## src/rtl/mem_stream_reader.sv

```systemverilog
// Sequential RAM read engine: streams `count` words from `base_addr` as valid/ready.
// Reads are issued back-to-back; a 2-entry buffer absorbs consumer backpressure.
module mem_stream_reader #(
    parameter int WORD_SIZE = 64
) (
    input  logic                           clk,
    input  logic                           rst,
    input  logic                           start,
    input  logic [$clog2(WORD_SIZE)-1:0]   base_addr,
    input  logic [$clog2(WORD_SIZE):0]     count,
    output logic                           busy,
    output logic                           done,
    output logic [$clog2(WORD_SIZE)-1:0]   mem_addr,
    output logic                           mem_we,
    output logic [WORD_SIZE-1:0]           mem_din,
    input  logic [WORD_SIZE-1:0]           mem_dout,
    output logic                           out_valid,
    input  logic                           out_ready,
    output logic [WORD_SIZE-1:0]           out_data,
    output logic                           out_last
);
    localparam int ADDR_SIZE = $clog2(WORD_SIZE);

    typedef enum logic [1:0] {S_IDLE, S_RUN, S_DRAIN, S_DONE} state_t;

    state_t                 state_q, state_d;
    logic [ADDR_SIZE-1:0]   addr_q, addr_d;
    logic [ADDR_SIZE:0]     count_q, count_d;
    logic [ADDR_SIZE:0]     issued_q, issued_d;
    logic                   inflight_q, inflight_d;
    logic                   inflight_last_q, inflight_last_d;
    logic                   wr_ptr_q, wr_ptr_d;
    logic                   rd_ptr_q, rd_ptr_d;
    logic [1:0]             fill_q, fill_d;
    logic [WORD_SIZE-1:0]   buf_data_q [2];
    logic [WORD_SIZE-1:0]   buf_data_d [2];
    logic                   buf_last_q [2];
    logic                   buf_last_d [2];

    logic       pop;
    logic       push;
    logic       issue;
    logic       final_issue;
    logic [2:0] occupancy;

    always_comb begin
        pop         = (fill_q != 2'd0) && out_ready;
        push        = inflight_q;
        // Words already committed (buffered or returning) minus the one leaving now.
        occupancy   = {1'b0, fill_q} + {2'b00, inflight_q} - {2'b00, pop};
        issue       = (state_q == S_RUN) && (occupancy < 3'd2);
        final_issue = issue && ((issued_q + 1'b1) == count_q);
    end

    always_comb begin
        state_d         = state_q;
        addr_d          = addr_q;
        count_d         = count_q;
        issued_d        = issued_q;
        inflight_d      = issue;
        inflight_last_d = final_issue;
        wr_ptr_d        = wr_ptr_q;
        rd_ptr_d        = rd_ptr_q;
        fill_d          = fill_q + {1'b0, push} - {1'b0, pop};

        if (push) begin
            wr_ptr_d = ~wr_ptr_q;
        end
        if (pop) begin
            rd_ptr_d = ~rd_ptr_q;
        end
        if (issue) begin
            addr_d   = addr_q + 1'b1;
            issued_d = issued_q + 1'b1;
        end

        case (state_q)
            S_IDLE: begin
                if (start) begin
                    count_d  = count;
                    issued_d = '0;
                    if (count == '0) begin
                        state_d = S_DONE;
                    end else begin
                        addr_d  = base_addr;
                        state_d = S_RUN;
                    end
                end
            end
            S_RUN: begin
                if (final_issue) begin
                    state_d = S_DRAIN;
                end
            end
            S_DRAIN: begin
                if (!inflight_q && fill_d == 2'd0) begin
                    state_d = S_DONE;
                end
            end
            S_DONE: begin
                state_d = S_IDLE;
            end
            default: begin
                state_d = S_IDLE;
            end
        endcase
    end

    always_ff @(posedge clk) begin
        if (rst) begin
            state_q         <= S_IDLE;
            addr_q          <= '0;
            count_q         <= '0;
            issued_q        <= '0;
            inflight_q      <= 1'b0;
            inflight_last_q <= 1'b0;
            wr_ptr_q        <= 1'b0;
            rd_ptr_q        <= 1'b0;
            fill_q          <= 2'd0;
        end else begin
            state_q         <= state_d;
            addr_q          <= addr_d;
            count_q         <= count_d;
            issued_q        <= issued_d;
            inflight_q      <= inflight_d;
            inflight_last_q <= inflight_last_d;
            wr_ptr_q        <= wr_ptr_d;
            rd_ptr_q        <= rd_ptr_d;
            fill_q          <= fill_d;
        end
    end

    genvar gi;
    generate
        for (gi = 0; gi < 2; gi++) begin : g_entry
            always_comb begin
                buf_data_d[gi] = buf_data_q[gi];
                buf_last_d[gi] = buf_last_q[gi];
                if (push && (wr_ptr_q == 1'(gi))) begin
                    buf_data_d[gi] = mem_dout;
                    buf_last_d[gi] = inflight_last_q;
                end
            end

            always_ff @(posedge clk) begin
                if (rst) begin
                    buf_data_q[gi] <= '0;
                    buf_last_q[gi] <= 1'b0;
                end else begin
                    buf_data_q[gi] <= buf_data_d[gi];
                    buf_last_q[gi] <= buf_last_d[gi];
                end
            end
        end
    endgenerate

    assign busy      = (state_q != S_IDLE);
    assign done      = (state_q == S_DONE);
    assign mem_addr  = addr_q;
    assign mem_we    = 1'b0;
    assign mem_din   = '0;
    assign out_valid = (fill_q != 2'd0);
    assign out_data  = out_valid ? buf_data_q[rd_ptr_q] : '0;
    assign out_last  = out_valid & buf_last_q[rd_ptr_q];

endmodule
```

## config.mk

```make
export PLATFORM = sky130hd
export DESIGN_NAME = mem_stream_reader
export DESIGN_NICKNAME = d
export VERILOG_FILES = /design/src/rtl/mem_stream_reader.sv
export SDC_FILE = /design/constraint.sdc
export NUM_CORES = 1
export LEC_CHECK = 0
export BUFFER_PORTS_ARGS = -buffer_cell sky130_fd_sc_hd__buf_2
export CORE_UTILIZATION = 30
export CTS_CLUSTER_SIZE = 30
export DETAILED_ROUTE_END_ITERATION = 8
export PLACE_DENSITY_LB_ADDON = 0.15
export SLEW_MARGIN = 15
export SYNTH_ARGS = -nofsm -noshare
export SYNTH_HDL_FRONTEND = slang
export SYNTH_SLANG_ARGS = --single-unit
```

## constraint.sdc

```tcl
create_clock -name clk -period 7.1 [get_ports clk]
set_input_delay 1.42 -clock clk [delete_from_list [all_inputs] [get_ports clk]]
set_output_delay 1.42 -clock clk [all_outputs]
set_load 0.005 [all_outputs]
```

==> qor.csv <==
stage,metric,value,unit
grt,vias in the first global route,4569,
power_and_ir_drop,Int Power,1.905,mW
clocking,"Clk pin slew, worst setup/hold paths",0.06,ns
placed_design,IO Port Bufs,154,
cells_and_area,fillers,2585,
worst_setup_path,worst reg2reg startpoint,fill_q[1],
synth,Synth cell types,42,
synth,Seq cells post-synth,159,
clocking,Num CTS Buffers,17,
worst_setup_path,startpoint type of the worst setup path,flip-flop,
synth,Area contributors post-synth,"edfxtp_1 50%, and2_1 11%, mux2i_1 8.9%, dfxtp_1 7.5%, buf_4 6.4%",
synth,Syn. warnings,0,
clocking,htree depth,4,
worst_setup_path,Setup CP Type,flip-flop to flip-flop,
grt,total global routing overflow,0,
route,DRC errors left,0,
clocking,Post-CTS Setup Bufs,0,
timing,Worst slew margin,35.96,%
cells_and_area,final std cells w/o fill,1145,
synth,Post-Syn Area,7752,µm²
synth,most common flop cell mapped by yosys,edfxtp_1,
timing,Fin Setup TNS,0,ns
clocking,CTS Hold Bufs,0,
power_and_ir_drop,power per standard cell area,305.9,nW/µm²
power_and_ir_drop,Peak VDD IR,0.1219,mV
timing,final hold vios,0,
route,Vias,4834,
timing,minimum clock period,3.922,ns
synth,Mean Syn Cell Area,11.76,µm²
die,row cnt,58,
route,DR iter-0 viols,323,
worst_setup_path,WP data required,7.41,ns
die,Ports,220,
timing,Worst-Margin Slew,0.9606,ns
timing,final worst slack,3.178,ns
worst_setup_path,worst-case reg-to-reg path depth,15,
worst_hold_path,Hold Path Depth,2,
power_and_ir_drop,LEAKAGE,3.756,nW
worst_setup_path,CP Launch Point,fill_q[1],
placed_design,cell count after placement,1112,
clocking,clock buffer depth,2,
placed_design,worst slack at placement,2.924,ns
synth,cell taking the most area after synthesis,edfxtp_1,
grt,largest net degree at the start of global routing,67,
die,core area,25250,µm²
worst_setup_path,Crit Path Max Fanout,66,
grt,global-route wire length before repair,25.41,mm
power_and_ir_drop,Clk network pwr share,30.9,%
power_and_ir_drop,switching part of the total,32.13,%
power_and_ir_drop,sequential group share of total power,43.8,%
run,max-cap violation count,0,
route,final wirelength,16.70,mm
power_and_ir_drop,Comb pwr share,25.3,%
route,Final ANT Viol Nets,0,
timing,FMAX,254.9,MHz
clocking,CTS tree,built,
clocking,Worst-Skew Late Latency,0.43,ns
worst_setup_path,R2R Setup Slk,3.18,ns
die,Chip Height,162.8,µm
clocking,post-cts sizing count,0,
placed_design,GP Congestion,0.7090,
route,WL per Instance,14.58,µm
route,via/cell ratio,4.222,
timing,Setup-failing EPs final,0,
synth,Post-synth EDFFs,130,
clocking,clock sinks,159,
synth,post-synthesis cell count,659,
worst_setup_path,Critical Path AT,4.23,ns
power_and_ir_drop,NetSw,902.1,µW
die,Die Wd,162.8,µm
cells_and_area,Nets,892,
timing,skew final,0.008494,ns
synth,"top cells by count, synth","132 x and2_1, 130 x edfxtp_1, 87 x nor2_1",
die,Starting Density,30.70,%
synth,sequential area share after synthesis,57.84,%
synth,"Async S/R FF share, synth",0,%
timing,fin crit share,55.25,%
clocking,Clk Tree Root Cell,clkbuf_16,
synth,"count leader, synth",and2_1,
timing,unrepaired setup endpoints after global routing,false,
cells_and_area,area delta synth->final,18.38,%
grt,GRT Overall Usage,12.81,%
placed_design,post-DP HPWL,10.08,mm
worst_hold_path,hold path start,count_q[0],
timing,Final Slew Violations,0,
worst_hold_path,min-delay worst type,flip-flop to flip-flop,
route,Pre-Repair DR Iteration Count,4,
worst_setup_path,critical path capture point type,flip-flop,
cells_and_area,fraction of layout cells with a size suffix above 1,25.06,%
synth,top cell type's share of synthesized area,50.36,%
die,full die area,26490,µm²
grt,initial antenna violation count,1,
run_status,outcome,"finished, final reports clean",
worst max-delay path, stage by stage (launching register included):
cell       delay [ns]
dfxtp_1          0.37
nor2_4           0.11
buf_4            0.64
inv_1            0.12
and2_1           0.23
ha_1             0.28
inv_1            0.06
ha_1             0.12
inv_1            0.04
fa_1             0.37
xnor2_1          0.15
and3_2           0.39
nand4_1          0.17
o31ai_2          0.24
o2111ai_1        0.21
mux2_2           0.32
cells by family (layout without fill, tap and decap cells):
kind of cell,Yosys count,count (layout),synth area share (%)
buffers and inverters,110,201,8.635
muxes,70,70,9.054
and+or+nand+nor,264,264,18.06
xor gates and xnor gates,23,23,2.695
DFF,159,159,57.84
adders and majority gates,10,10,1.711
other,1,66,0.04837
AOI/OAI and AO/OA,22,22,1.953
path summary, 6_finish.rpt:
kind | endpoint
max | state_q[1]
min reg2reg | count_q[0]
max reg2reg | state_q[1]
min | count_q[0]
flip-flops by register name (all words and copies together) (netlist names), named ones only:
name / flops
state_q: 2
inflight_last_q: 1
buf_last_q: 2
issued_q: 7
buf_data_q: 128
mem_addr: 6
count_q: 7
rd_ptr_q: 1
fill_q: 2
wr_ptr_q: 1
inflight_q: 1
per-stage QoR:
step / hold slack (ns) / utilization, % / instance area, µm² / power, mW
global route: 0.4841 / 36.33 / 9175 / 2.978
global placement: 0.4630 / 34.13 / 8618 / 1.983
floorplan: 0.4481 / - / 7993 / 1.730
detailed placement: 0.4595 / 34.13 / 8618 / 1.984
CTS: 0.4686 / 36.33 / 9175 / 2.859
finish: 0.4656 / 36.34 / 9178 / 2.808
cell type report:
class	count	area, µm²	area share, %
flip-flops and latches	159	4488	48.90
clock inverters	14	127.6	1.391
multi-input cells	454	2872	31.29
inverters	10	37.54	0.4090
well taps	330	412.9	4.499
repair buffers	159	808.3	8.807
clock buffers	18	429.2	4.676
diodes	1	2.502	0.02727
routing by layer:
| metal | routed length (µm) | GRT usage (%) | vias to the layer above | share of wire (%) |
|---|---|---|---|---|
| li1 | - | - | 2384 | - |
| met4 | 176 | 4.078 | 0 | 1.1 |
| met2 | 8177 | 21.10 | 133 | 49 |
| met1 | 7516 | 16.38 | 2301 | 45 |
| met3 | 826 | 3.259 | 16 | 4.9 |
| met5 | 0 | 0 | - | 0 |
placed cells by master (no fill, tap or decap), types with 2 or more instances in the layout:
| cell | synthesis | routed |
|---|---|---|
| edfxtp_1 | 130 | 130 |
| ha_1 | 9 | 9 |
| a21oi_1 | 7 | 7 |
| conb_1 | 1 | 65 |
| a211oi_1 | 6 | 6 |
| buf_4 | 66 | 5 |
| dfxtp_1 | 29 | 28 |
| nand2b_1 | 2 | 2 |
| nor2b_1 | 2 | 2 |
| nor2_4 | 1 | 2 |
| a21o_4 | 0 | 2 |
| clkinv_4 | 0 | 6 |
| buf_2 | 7 | 154 |
| mux2i_1 | 69 | 69 |
| xnor2_1 | 13 | 13 |
| inv_1 | 10 | 10 |
| nand4_1 | 4 | 4 |
| nor2_1 | 87 | 86 |
| clkbuf_16 | 0 | 17 |
| nand2_1 | 16 | 16 |
| and2_1 | 132 | 132 |
| inv_6 | 0 | 5 |
| nor3_1 | 2 | 2 |
| nor3b_2 | 0 | 2 |
| clkinvlp_4 | 0 | 2 |
| nand3_1 | 9 | 9 |
| xor2_1 | 9 | 9 |
power groups by stage:
stage                     combinational [mW]  clock (mW)  sequential (mW)
after floorplan                        0.518           0             1.21
after global placement                 0.727           0             1.26
after detailed placement               0.729           0             1.25
after CTS                              0.732       0.892             1.23
after global routing                   0.801       0.929             1.25
final                                  0.710       0.867             1.23
Note: power is estimated with default switching activity, not from simulation.
